## src/rtl/axis_spi_slave.sv

```systemverilog
// axis_spi_slave
//   SPI slave (all four CPOL/CPHA modes) bridging to AXI-Stream. All SPI
//   inputs are oversampled in the clk_i domain through 2-flop synchronizers
//   (SCLK must be at most clk_i/8). Words received on MOSI are presented on
//   m_axis; words taken from s_axis are shifted out on MISO, MSB first.
//
// Parameters
//   DATA_WIDTH  bits per SPI word / AXI-Stream data width
//   CNT_WIDTH   width of the statistics counters
//
// Ports
//   clk_i, rstn_i          system clock, synchronous active-low reset
//   cpol_i, cpha_i         SPI mode, latched when chip select falls
//   sclk_i, cs_n_i, mosi_i asynchronous SPI inputs from the master
//   miso_o, miso_oe_o      slave data out and its tristate enable
//   s_axis_*               TX words to shift out on MISO
//   m_axis_*               RX words received from MOSI
//   overrun_o              one-cycle pulse when a received word is dropped
//   overrun_cnt_o          dropped RX word count
//   underrun_cnt_o         zero-filled TX word count
//
// Configuration
//   AXIS_SPI_SLAVE_STAT_EN  when defined, the two saturating statistics
//                           counters are built; otherwise both ports read 0.

module axis_spi_slave #(
  parameter int DATA_WIDTH = 8,
  parameter int CNT_WIDTH  = 16
) (
  input  logic                  clk_i,
  input  logic                  rstn_i,
  input  logic                  cpol_i,
  input  logic                  cpha_i,
  input  logic                  sclk_i,
  input  logic                  cs_n_i,
  input  logic                  mosi_i,
  output logic                  miso_o,
  output logic                  miso_oe_o,
  input  logic [DATA_WIDTH-1:0] s_axis_tdata,
  input  logic                  s_axis_tvalid,
  output logic                  s_axis_tready,
  output logic [DATA_WIDTH-1:0] m_axis_tdata,
  output logic                  m_axis_tvalid,
  input  logic                  m_axis_tready,
  output logic                  overrun_o,
  output logic [CNT_WIDTH-1:0]  overrun_cnt_o,
  output logic [CNT_WIDTH-1:0]  underrun_cnt_o
);

  localparam int BW = (DATA_WIDTH > 1) ? $clog2(DATA_WIDTH) : 1;
  localparam logic [BW-1:0] LAST_BIT = BW'(DATA_WIDTH - 1);

  typedef enum logic [1:0] {
    IDLE,
    LOAD,
    XFER
  } state_t;

  state_t state, state_nxt;

  // synchronizers plus one extra SCLK/CS stage for edge detection
  logic sclk_meta, sclk_sync, sclk_prev;
  logic cs_meta, cs_sync, cs_prev;
  logic mosi_meta, mosi_sync;

  logic                  cpol_q, cpha_q;
  logic [DATA_WIDTH-1:0] tx_shift;
  logic [DATA_WIDTH-2:0] rx_shift;
  logic [DATA_WIDTH-1:0] rx_word;
  logic [BW-1:0]         bit_cnt;
  logic                  need_load;
  logic [DATA_WIDTH-1:0] m_data;
  logic                  m_valid;
  logic                  overrun_q;

  logic cs_fall;
  logic sclk_rise, sclk_fall;
  logic active;
  logic lead_edge, trail_edge, sample_edge, shift_edge;
  logic word_done;
  logic load_en;
  logic overrun_evt;
  logic preview;

  always_ff @(posedge clk_i) begin
    if (!rstn_i) begin
      sclk_meta <= 1'b0;
      sclk_sync <= 1'b0;
      sclk_prev <= 1'b0;
      cs_meta   <= 1'b1;
      cs_sync   <= 1'b1;
      cs_prev   <= 1'b1;
      mosi_meta <= 1'b0;
      mosi_sync <= 1'b0;
    end else begin
      sclk_meta <= sclk_i;
      sclk_sync <= sclk_meta;
      sclk_prev <= sclk_sync;
      cs_meta   <= cs_n_i;
      cs_sync   <= cs_meta;
      cs_prev   <= cs_sync;
      mosi_meta <= mosi_i;
      mosi_sync <= mosi_meta;
    end
  end

  assign cs_fall   = cs_prev & ~cs_sync;
  assign sclk_rise = ~sclk_prev & sclk_sync;
  assign sclk_fall = sclk_prev & ~sclk_sync;

  // SCLK edges count only inside a transfer with CS still low
  assign active      = (state == XFER) & ~cs_sync;
  assign lead_edge   = active & (cpol_q ? sclk_fall : sclk_rise);
  assign trail_edge  = active & (cpol_q ? sclk_rise : sclk_fall);
  assign sample_edge = cpha_q ? trail_edge : lead_edge;
  // CPHA=1: the first leading edge of a word presents the MSB already in
  // place, so only leading edges after the first sample shift.
  assign shift_edge  = cpha_q ? (lead_edge & (bit_cnt != '0)) : trail_edge;
  assign word_done   = sample_edge & (bit_cnt == LAST_BIT);

  assign rx_word     = {rx_shift, mosi_sync};
  assign overrun_evt = word_done & m_valid & ~m_axis_tready;
  assign preview     = s_axis_tvalid & s_axis_tdata[DATA_WIDTH-1];

  always_ff @(posedge clk_i) begin
    if (!rstn_i) begin
      state <= IDLE;
    end else begin
      state <= state_nxt;
    end
  end

  // Words after the first are fetched lazily on the first leading edge of
  // the next word, so a transfer that ends on a word boundary never consumes
  // or zero-fills a word it will not send. Until then MISO previews the
  // s_axis MSB directly.
  always_comb begin
    state_nxt = state;
    load_en   = 1'b0;
    case (state)
      IDLE: begin
        if (cs_fall) begin
          state_nxt = LOAD;
        end
      end
      LOAD: begin
        load_en   = 1'b1;
        state_nxt = XFER;
      end
      XFER: begin
        load_en = lead_edge & need_load;
        if (cs_sync) begin
          state_nxt = IDLE;
        end
      end
      default: state_nxt = IDLE;
    endcase
  end

  always_ff @(posedge clk_i) begin
    if (!rstn_i) begin
      cpol_q <= 1'b0;
      cpha_q <= 1'b0;
    end else if ((state == IDLE) && cs_fall) begin
      cpol_q <= cpol_i;
      cpha_q <= cpha_i;
    end
  end

  always_ff @(posedge clk_i) begin
    if (!rstn_i) begin
      tx_shift <= '0;
    end else if (load_en) begin
      tx_shift <= s_axis_tvalid ? s_axis_tdata : '0;
    end else if (state == IDLE) begin
      tx_shift <= '0;
    end else if (shift_edge) begin
      tx_shift <= {tx_shift[DATA_WIDTH-2:0], 1'b0};
    end
  end

  always_ff @(posedge clk_i) begin
    if (!rstn_i) begin
      need_load <= 1'b0;
    end else if ((state != XFER) || cs_sync) begin
      need_load <= 1'b0;
    end else if (word_done) begin
      need_load <= 1'b1;
    end else if (lead_edge) begin
      need_load <= 1'b0;
    end
  end

  // partial words are simply discarded when CS leaves mid-word
  always_ff @(posedge clk_i) begin
    if (!rstn_i) begin
      rx_shift <= '0;
      bit_cnt  <= '0;
    end else if ((state != XFER) || cs_sync) begin
      rx_shift <= '0;
      bit_cnt  <= '0;
    end else if (sample_edge) begin
      rx_shift <= rx_word[DATA_WIDTH-2:0];
      bit_cnt  <= word_done ? '0 : bit_cnt + BW'(1);
    end
  end

  always_ff @(posedge clk_i) begin
    if (!rstn_i) begin
      m_data    <= '0;
      m_valid   <= 1'b0;
      overrun_q <= 1'b0;
    end else begin
      overrun_q <= overrun_evt;
      if (word_done && (!m_valid || m_axis_tready)) begin
        m_data  <= rx_word;
        m_valid <= 1'b1;
      end else if (m_valid && m_axis_tready) begin
        m_valid <= 1'b0;
      end
    end
  end

  assign miso_o        = ~cs_sync & (((state == LOAD) || need_load) ? preview
                                                                     : tx_shift[DATA_WIDTH-1]);
  assign miso_oe_o     = ~cs_sync;
  assign s_axis_tready = load_en & s_axis_tvalid;
  assign m_axis_tdata  = m_data;
  assign m_axis_tvalid = m_valid;
  assign overrun_o     = overrun_q;

`ifdef AXIS_SPI_SLAVE_STAT_EN
  logic                 underrun_evt;
  logic [CNT_WIDTH-1:0] ovr_cnt;
  logic [CNT_WIDTH-1:0] und_cnt;

  assign underrun_evt = load_en & ~s_axis_tvalid;

  always_ff @(posedge clk_i) begin
    if (!rstn_i) begin
      ovr_cnt <= '0;
      und_cnt <= '0;
    end else begin
      if (overrun_evt && (ovr_cnt != '1)) begin
        ovr_cnt <= ovr_cnt + CNT_WIDTH'(1);
      end
      if (underrun_evt && (und_cnt != '1)) begin
        und_cnt <= und_cnt + CNT_WIDTH'(1);
      end
    end
  end

  assign overrun_cnt_o  = ovr_cnt;
  assign underrun_cnt_o = und_cnt;
`else
  assign overrun_cnt_o  = '0;
  assign underrun_cnt_o = '0;
`endif

endmodule

```

## config.mk

```make
export PLATFORM = sky130hd
export DESIGN_NAME = axis_spi_slave
export DESIGN_NICKNAME = d
export VERILOG_FILES = /design/src/rtl/axis_spi_slave.sv
export SDC_FILE = /design/constraint.sdc
export NUM_CORES = 1
export LEC_CHECK = 0
export CAP_MARGIN = 10
export CORE_UTILIZATION = 40
export DETAILED_ROUTE_END_ITERATION = 8
export PLACE_DENSITY = 0.7
export SYNTH_ARGS = -nofsm -noshare
export SYNTH_HDL_FRONTEND = slang
export SYNTH_SLANG_ARGS = --single-unit
export TNS_END_PERCENT = 30
```

## constraint.sdc

```tcl
create_clock -name clk_i -period 2.2 [get_ports clk_i]
set_clock_uncertainty 0.05 [all_clocks]
set_input_delay 0.55 -clock clk_i [delete_from_list [all_inputs] [get_ports clk_i]]
set_output_delay 0.55 -clock clk_i [all_outputs]
set_load 0.01 [all_outputs]
```

==> results of run 1 <==
routing by layer:
layer  track usage (%)  vias to the layer above  share of wire [%]
li1                  -                      814                  -
met5                 0                        -                  0
met1             18.18                      703                 46
met2             25.56                       34                 49
met4             7.966                        0                1.6
met3             2.846                        4                3.0
sequential cells by signal (all words and copies together), names as in the netlist, 2 cells and up:
name          count
bit_cnt           3
m_axis_tdata      8
rx_shift          7
state             2
tx_shift          8
worst max-delay path, stage by stage:
cell	delay, ns
clkdlybuf4s50_1	0.45
nand2_1	0.05
or2_2	0.28
a21oi_2	0.10
buf_2	0.13
cell type report:
class	instances	area (µm²)	area share (%)
inverters	9	33.78	1.333
repair buffers	46	406.6	16.04
well taps	67	83.83	3.307
flip-flops and latches	41	823.3	32.48
clock inverters	2	35.03	1.382
clock buffers	5	68.82	2.715
multi-input cells	178	1084	42.74
synthesized netlist by cell type (all sizes together) (2+ instances only):
library cell / count
a21oi: 9
and2: 5
and3b: 6
buf: 37
clkbuf: 7
dfxtp: 41
ha: 6
inv: 9
mux2i: 11
nand2: 24
nand2b: 11
nand3: 11
nand3b: 4
nor2: 20
nor2b: 3
nor3: 2
o21a: 2
o21ai: 15
o311a: 6
or3b: 2
layout by cell type (no fill, tap or decap), types with 7 or more instances in the layout:
master and instances:
dfxtp_1 39, conb_1 32, clkdlybuf4s50_1 26, nand2_1 24, nor2_1 18, buf_4 17, nand2b_1 11, mux2i_1 11
nand3_1 11, inv_1 8, o21ai_0 8, o21ai_1 7, a21oi_1 7
timing repair:
action                     CTS  global route
pin swaps                    2             1
gates resized for setup     12             9
setup buffers                2             0
setup endpoints to repair    3            15
logic make-up after synthesis:
kind of cell	after synthesis	synth area share [%]
AOI/OAI and AO/OA	37	12.17
xor gates and xnor gates	1	0.4197
adders and majority gates	6	3.597
buffers and inverters	53	16.19
DFF	41	39.33
muxes	11	5.276
other	1	0.1797
and+or+nand+nor	91	22.84
power breakdown:
part	switching [µW]	total, µW	internal, µW	leakage, µW
combinational	130	247	117	0.000674
sequential	15.5	790	774	0.000334
clock	255	585	330	0.0000540
total	400	1620	1220	0.00106
worst max-delay path by stage:
stage / to / cells after the start / startpoint
2_1_floorplan: miso_o / 4 / s_axis_tvalid
3_3_place_gp: miso_o / 5 / s_axis_tvalid
3_5_place_dp: miso_o / 5 / s_axis_tvalid
4_1_cts: overrun_o / 7 / state[0]
5_1_grt: miso_o / 5 / s_axis_tdata[7]
6_report: miso_o / 5 / s_axis_tdata[7]
metrics by stage:
stage          std cells  setup TNS [ns]  setup slack [ns]  hold slack, ns
3_3_place_gp         339         -0.7187           -0.4297          0.3477
5_1_grt              348        -0.02629          -0.02629          0.3874
3_5_place_dp         339         -0.7437           -0.4313          0.3501
6_report             348               0           0.03525          0.3675
4_1_cts              348               0          0.009298          0.3678
2_1_floorplan        272               0            0.2581          0.3363
==> flow_metrics.py, run 1 <==
metrics = {
    "clock_tree": {
        "cts-buffers-inserted": 5,
        "clk_path_buf_depth": 2,
        "cts-root-buf": "clkbuf_8",
        "hold_buffers": 0,
        "cts_tree": "yes",
        "worstSkewPairLatency_ns": 0.29,
        "clk_pin_slew_ns": 0.07,
        "htree_levels": 2,
        "numClockSinks": 41,
    },
    "detailed_routing": {
        "drtAntennaViolNets": 0,
        "wl_per_cell_um": 10.86,
        "drt_pass1_iterations": 4,
        "drc": 0,
        "vias": 1555,
        "via_per_inst": 4.468,
        "drt_wl_total_um": 3780,
        "first_iter_violations": 55,
    },
    "global_route": {
        "grt_pass1_wl_um": 6354,
        "track_usage_pct": 15.09,
        "antenna_found_initial": 0,
        "grt-ovfl-total": 0,
        "grt_pass1_vias": 1480,
        "grt_max_degree": 21,
    },
    "critical_path": {
        "required_ns": 1.60,
        "crit_path_max_fanout": 2,
        "startpoint_type": "input pin",
        "reg2reg_to": "overrun_o",
        "timing.rr.start": "state[1]",
        "r2r_cells": 7,
        "rrSetupSlack_ns": 0.23,
        "cp-end-kind": "output port",
        "crit_type": "in2out",
        "worstPathArrival_ns": 1.56,
    },
    "power": {
        "ir_worst_vdd_uv": 352.5,
        "powerDensity_mw_per_mm2": 639.6,
        "power_uw": 1621,
        "p_leak_uw": 0.001062,
    },
    "timing": {
        "drv_slew": 0,
        "worstMarginPinSlew_ns": 0.5783,
        "fin_crit_sh_pct": 98.40,
        "hold_viol_final": 0,
        "slew_headroom_pct": 61.40,
        "max_freq_mhz": 461.9,
        "rsz0062_at_grt": "yes",
        "setup_viol": 0,
        "post-route-min-period_ns": 2.165,
    },
    "synthesis": {
        "ys_async_sr_fraction_pct": 0,
        "ys_ff_latch": 41,
        "avgSynthCellArea_um2": 8.660,
        "synth.distinct_cells": 36,
        "synth_edf_count": 0,
        "synthFlopType": "dfxtp_1",
        "syn-cell-area_mm2": 0.002087,
        "ys.warnings.count": 0,
        "netlist_instances": 241,
        "yosys-top-cells-area": "dfxtp_1 39%, buf_4 12%, mux2i_1 5.3%",
        "yosysTopAreaCell": "dfxtp_1",
        "synth_top_area_share_pct": 39.33,
        "synth_seq_area_share_pct": 39.33,
    },
    "floorplanning": {
        "die_w_um": 74.23,
        "num_io_pins": 62,
        "coreArea_mm2": 0.004880,
        "start_util_pct": 42.77,
        "die_h_um": 74.23,
        "rows": 25,
        "dieArea_mm2": 0.005510,
    },
    "final_layout": {
        "fillCellCount": 462,
        "finish.utilization_pct": 51.95,
        "area_growth_syn_to_layout_pct": 21.46,
        "finalNetCount": 304,
        "diodes": 0,
        "design_area_mm2": 0.002535,
        "drive_above_1_share_pct": 14.59,
    },
    "place": {
        "portBuffers": 29,
        "detailed_place_hpwl_um": 2711,
        "globalplace.congestion": 0.8081,
        "placed_area_mm2": 0.002386,
    },
    "job": {
        "cap_violations": 0,
    },
    "worst_hold_path": {
        "hp-start": "cs_meta",
        "hold_path_depth": 1,
        "hold_path.class": "reg2reg",
        "hold_end": "cs_sync",
    },
    "run_status": {
        "status": "finished clean",
    },
}
Note: power is estimated with default switching activity, not from simulation.
==> run 2: changes to the inputs <==
==> constraint.sdc (replaced) <==
create_clock -name clk_i -period 2.2 [get_ports clk_i]
set_clock_uncertainty 0.05 [all_clocks]
set_input_delay 0.55 -clock clk_i [delete_from_list [all_inputs] [get_ports clk_i]]
set_output_delay 0.55 -clock clk_i [all_outputs]
set_load 0.02 [all_outputs]
==> run 2 against run 1 <==
  * Global-route usage fell by 0.15 points
  * Utilization rose by 0.46 points
  * Maximum frequency rose by 1.0%
  * Sequential power barely moved
  * Cell area rose by 0.89%
  * Critical path depth did not move
  * Clock power rose by 7.4%
  * Highest routed layer unchanged
==> flow_metrics.py, run 2 (synthesis results as in run 1) <==
metrics = {
    "run_status": {
        "status": "finished clean",
    },
    "place": {
        "portBuffers": 29,
        "placed_area_mm2": 0.002394,
        "pre_cts_ws_ns": -0.5185,
        "detailed_place_hpwl_um": 2672,
        "globalplace.congestion": 0.8091,
    },
    "timing": {
        "setup_ws_ns": 0.05772,
        "hold_viol_final": 0,
        "worstMarginPinSlew_ns": 0.5975,
        "setup_viol": 0,
        "fin_crit_sh_pct": 97.38,
        "slew_headroom_pct": 60.12,
        "fin_setup_tns_ns": 0,
        "drv_slew": 0,
        "max_freq_mhz": 466.8,
        "rsz0062_at_grt": "yes",
        "post-route-min-period_ns": 2.142,
    },
    "floorplanning": {
        "start_util_pct": 42.77,
        "die_w_um": 74.23,
        "dieArea_mm2": 0.005510,
        "coreArea_mm2": 0.004880,
        "die_h_um": 74.23,
        "num_io_pins": 62,
        "rows": 25,
    },
    "critical_path": {
        "worstPathArrival_ns": 1.54,
        "cp-end-kind": "output port",
        "startpoint_type": "input pin",
        "crit_path_max_fanout": 2,
        "required_ns": 1.60,
        "crit_type": "in2out",
    },
    "clock_tree": {
        "cts_tree": "yes",
        "worstSkewPairLatency_ns": 0.29,
        "cts-root-buf": "clkbuf_8",
        "htree_levels": 2,
        "clk_path_buf_depth": 2,
        "hold_buffers": 0,
        "clk_pin_slew_ns": 0.07,
        "cts-buffers-inserted": 5,
        "numClockSinks": 41,
    },
    "detailed_routing": {
        "via_per_inst": 4.530,
        "drt_pass1_iterations": 4,
        "drtAntennaViolNets": 0,
        "vias": 1581,
        "drt_wl_total_um": 3716,
        "drc": 0,
        "wl_per_cell_um": 10.65,
        "first_iter_violations": 50,
    },
    "final_layout": {
        "layout_common_cells": "39 x dfxtp_1, 32 x conb_1, 26 x clkdlybuf4s50_1",
        "area_growth_syn_to_layout_pct": 22.54,
        "finalNetCount": 304,
        "design_area_mm2": 0.002557,
        "drive_above_1_share_pct": 14.89,
        "diodes": 0,
        "final_common_cell": "dfxtp_1",
    },
    "power": {
        "ir_worst_vdd_uv": 463.4,
        "p_leak_uw": 0.001067,
        "powerDensity_mw_per_mm2": 665.0,
    },
    "job": {
        "cap_violations": 0,
    },
    "global_route": {
        "grt_max_degree": 21,
        "antenna_found_initial": 0,
        "grt_pass1_wl_um": 6216,
        "grt_pass1_vias": 1427,
        "track_usage_pct": 14.94,
        "grt-ovfl-total": 0,
    },
    "worst_hold_path": {
        "hold_path.class": "reg2reg",
    },
}
run 2: cell count changes in the layout (fill, tap and decap cells not counted), sizes merged:
cell      previous run  this run
clkinv               1         0
clkinvlp             0         1
clkbuf               5         6
run 2: path summary, 6_finish.rpt:
kind	start	end	slack [ns]	cells after the start
max reg2reg	state[0]	overrun_o	0.25	7
max	s_axis_tdata[7]	miso_o	0.06	5
min reg2reg	cs_meta	cs_sync	0.36	1
min	cs_meta	cs_sync	0.36	1
run 2: area by class of cell:
type,instances,area (µm²)
Timing Repair Buffer,46,415.4
Tap cell,67,83.83
Clock buffer,6,82.58
Inverter,9,33.78
Sequential cell,41,823.3
Clock inverter,2,37.54
Fill cell,457,2322
Multi-Input combinational cell,178,1081
run 2: per-stage QoR:
stage / hold WS [ns] / instances / power (µW) / utilization [%]
final: 0.3647 / 349 / 1701 / 52.41
after global routing: 0.3871 / 349 / 1788 / 52.41
after CTS: 0.3702 / 348 / 1700 / 51.59
after detailed placement: 0.3522 / 340 / 1068 / 49.05
after global placement: 0.3476 / 340 / 1063 / 49.05
after floorplan: 0.3363 / 272 / 1036 / -
run 2: metal layers:
layer | routed length, µm | track usage (%) | vias to the layer above
met5 | 0 | 0 | -
met3 | 141 | 3.659 | 4
met1 | 1741 | 18.08 | 722
met4 | 51 | 6.918 | 0
li1 | - | - | 816
met2 | 1781 | 25.05 | 39
run 2: power by group:
group          internal, µW  switching, µW
Clock                   369            259
Combinational           128            156
Sequential              774           14.4
Total                  1270            430
run 2: worst max-delay path: stages:
cell,delay (ns)
clkdlybuf4s50_1,0.45
nand2_1,0.06
or2_4,0.22
a21oi_2,0.11
buf_4,0.15
run 2: what timing repair did:
item / 4_1_cts / 5_1_grt
setup buffers: 0 / 1
setup endpoints to repair: 3 / 2
pin swaps: 2 / 1
gates resized for setup: 16 / 7
==> run 3: changes to the inputs <==
--- a/config.mk
+++ b/config.mk
@@ -6,9 +6,8 @@
 export NUM_CORES = 1
 export LEC_CHECK = 0
 export CAP_MARGIN = 10
-export CORE_UTILIZATION = 40
+export CORE_UTILIZATION = 30
 export DETAILED_ROUTE_END_ITERATION = 8
-export PLACE_DENSITY = 0.7
 export SYNTH_ARGS = -nofsm -noshare
 export SYNTH_HDL_FRONTEND = slang
 export SYNTH_SLANG_ARGS = --single-unit
==> run 3 against run 2 <==
  * Worst hold slack got worse by 0.0033 ns
  * Clock power is 18% lower
  * Sequential share of layout area grew 0.13 points
  * Largest power group unchanged
  * Clock-buffer cell count unchanged
  * Wire length down 1.1%
  * Sequential power about the same
  * First-iteration DRC count fell by 52%
  * Utilization fell by 15 points
  * Highest routed layer unchanged
  * Register-to-register slack improved by 0.05 ns
==> flow_metrics.py, run 3 (synthesis results as in run 1) <==
metrics = {
    "critical_path": {
        "required_ns": 1.60,
        "cp-end-kind": "output port",
        "startpoint_type": "input pin",
        "crit_path_max_fanout": 2,
        "crit_type": "in2out",
        "worstPathArrival_ns": 1.57,
    },
    "worst_hold_path": {
        "hold_path.class": "reg2reg",
    },
    "power": {
        "p_seq_share_pct": 50.2,
        "combPwrFrac_pct": 17.1,
        "p_leak_uw": 0.001062,
        "ir_worst_vdd_uv": 425.0,
        "p_clk_share_pct": 32.7,
        "power.internal_uw": 1145,
        "p_sw_share_pct": 27.07,
        "power_uw": 1570,
        "powerDensity_mw_per_mm2": 616.3,
        "p_sw_uw": 424.9,
    },
    "detailed_routing": {
        "vias": 1587,
        "drtAntennaViolNets": 0,
        "wl_per_cell_um": 10.15,
        "drt_wl_total_um": 3676,
        "drt_pass1_iterations": 5,
        "via_per_inst": 4.384,
        "first_iter_violations": 24,
        "drc": 0,
    },
    "final_layout": {
        "final_cells": 362,
        "diodes": 0,
        "layout_common_cells": "39 x dfxtp_1, 32 x conb_1, 26 x clkdlybuf4s50_1",
        "fillCellCount": 699,
        "finalNetCount": 304,
        "regArea_um2": 823.3,
        "design_area_mm2": 0.002547,
        "area_growth_syn_to_layout_pct": 22.06,
        "multiInputGateArea_mm2": 0.001079,
        "drive_above_1_share_pct": 14.18,
        "finish.utilization_pct": 37.70,
        "final_common_cell": "dfxtp_1",
    },
    "floorplanning": {
        "rows": 30,
        "num_io_pins": 62,
        "start_util_pct": 30.89,
        "die_h_um": 85.41,
        "dieArea_mm2": 0.007294,
        "die_w_um": 85.41,
        "coreArea_mm2": 0.006756,
    },
    "place": {
        "portBuffers": 29,
        "placed_area_mm2": 0.002410,
        "placedCellCount": 353,
        "globalplace.congestion": 0.7307,
        "detailed_place_hpwl_um": 2709,
    },
    "clock_tree": {
        "cts-buffers-inserted": 5,
        "numClockSinks": 41,
        "clk_pin_slew_ns": 0.08,
        "worstSkewPairLatency_ns": 0.29,
        "hold_buffers": 0,
        "cts-root-buf": "clkbuf_8",
        "clk_path_buf_depth": 2,
        "cts_tree": "yes",
        "htree_levels": 2,
    },
    "timing": {
        "worstMarginPinSlew_ns": 0.5745,
        "rsz0062_at_grt": "yes",
        "fin_hold_ws_ns": 0.3613,
        "setup_viol": 0,
        "post-route-min-period_ns": 2.165,
        "fin_crit_sh_pct": 98.41,
        "max_freq_mhz": 461.9,
        "hold_viol_final": 0,
        "slew_headroom_pct": 61.66,
        "drv_slew": 0,
    },
    "global_route": {
        "grt-ovfl-total": 0,
        "grt_max_degree": 20,
        "grt_pass1_wl_um": 6258,
        "antenna_found_initial": 0,
        "grt_pass1_vias": 1419,
        "track_usage_pct": 10.85,
    },
    "run_status": {
        "status": "finished clean",
    },
    "job": {
        "cap_violations": 0,
    },
}
## run 3: cell count changes in the layout (fill, tap and decap cells not counted), sizes merged
cell / delta
clkinv: +2
bufinv: -1
clkinvlp: -1
## run 3: what timing repair did
action	CTS	global route
gates resized for setup	15	7
setup buffers	0	1
pin swaps	1	1
setup endpoints to repair	3	2
## run 3: cell type report
cell class                 instances  share of cell area [%]
sequential                        41                   32.32
tap                               80                   3.929
inverter                           9                   1.326
clock buffer                       6                   3.242
multi-input combinational        178                   42.34
clock inverter                     2                  0.5403
timing repair buffer              46                   16.31
## run 3: through the flow
| stage | worst slack (ns) | TNS, ns |
|---|---|---|
| after global routing | -0.02521 | -0.02648 |
| final | 0.03496 | 0 |
| after floorplan | 0.1172 | 0 |
| after detailed placement | -0.5444 | -0.8954 |
| after global placement | -0.5455 | -0.8983 |
| after CTS | -0.02593 | -0.02593 |
## run 3: metal layers
layer	share of wire, %	routed length (µm)	global-route usage (%)	vias up
met5	0	0	0	-
met4	3.0	112	5.606	0
met3	5.4	199	3.502	8
met2	45	1638	17.02	47
met1	47	1725	13.30	718
li1	-	-	-	814
## run 3: final timing paths
path	cells past startpoint	start	slack, ns	endpoint
worst min-delay path	1	cs_meta	0.36	cs_sync
worst max register to register	6	cpol_q	0.30	tx_shift[4]
worst max-delay path	5	s_axis_tdata[7]	0.03	miso_o
worst min register to register	1	cs_meta	0.36	cs_sync
## run 3: critical path, cell delays in order
cell and delay (ns):
clkdlybuf4s50_1 0.47, nand2_2 0.07, or2_4 0.23, a21oi_2 0.11
buf_4 0.14
## run 3: power groups by stage
stage	combinational [µW]	sequential, µW	clock, µW
floorplan	234	802	0
global placement	261	803	0
detailed placement	264	805	0
CTS	266	787	535
global route	296	793	565
finish	268	788	514
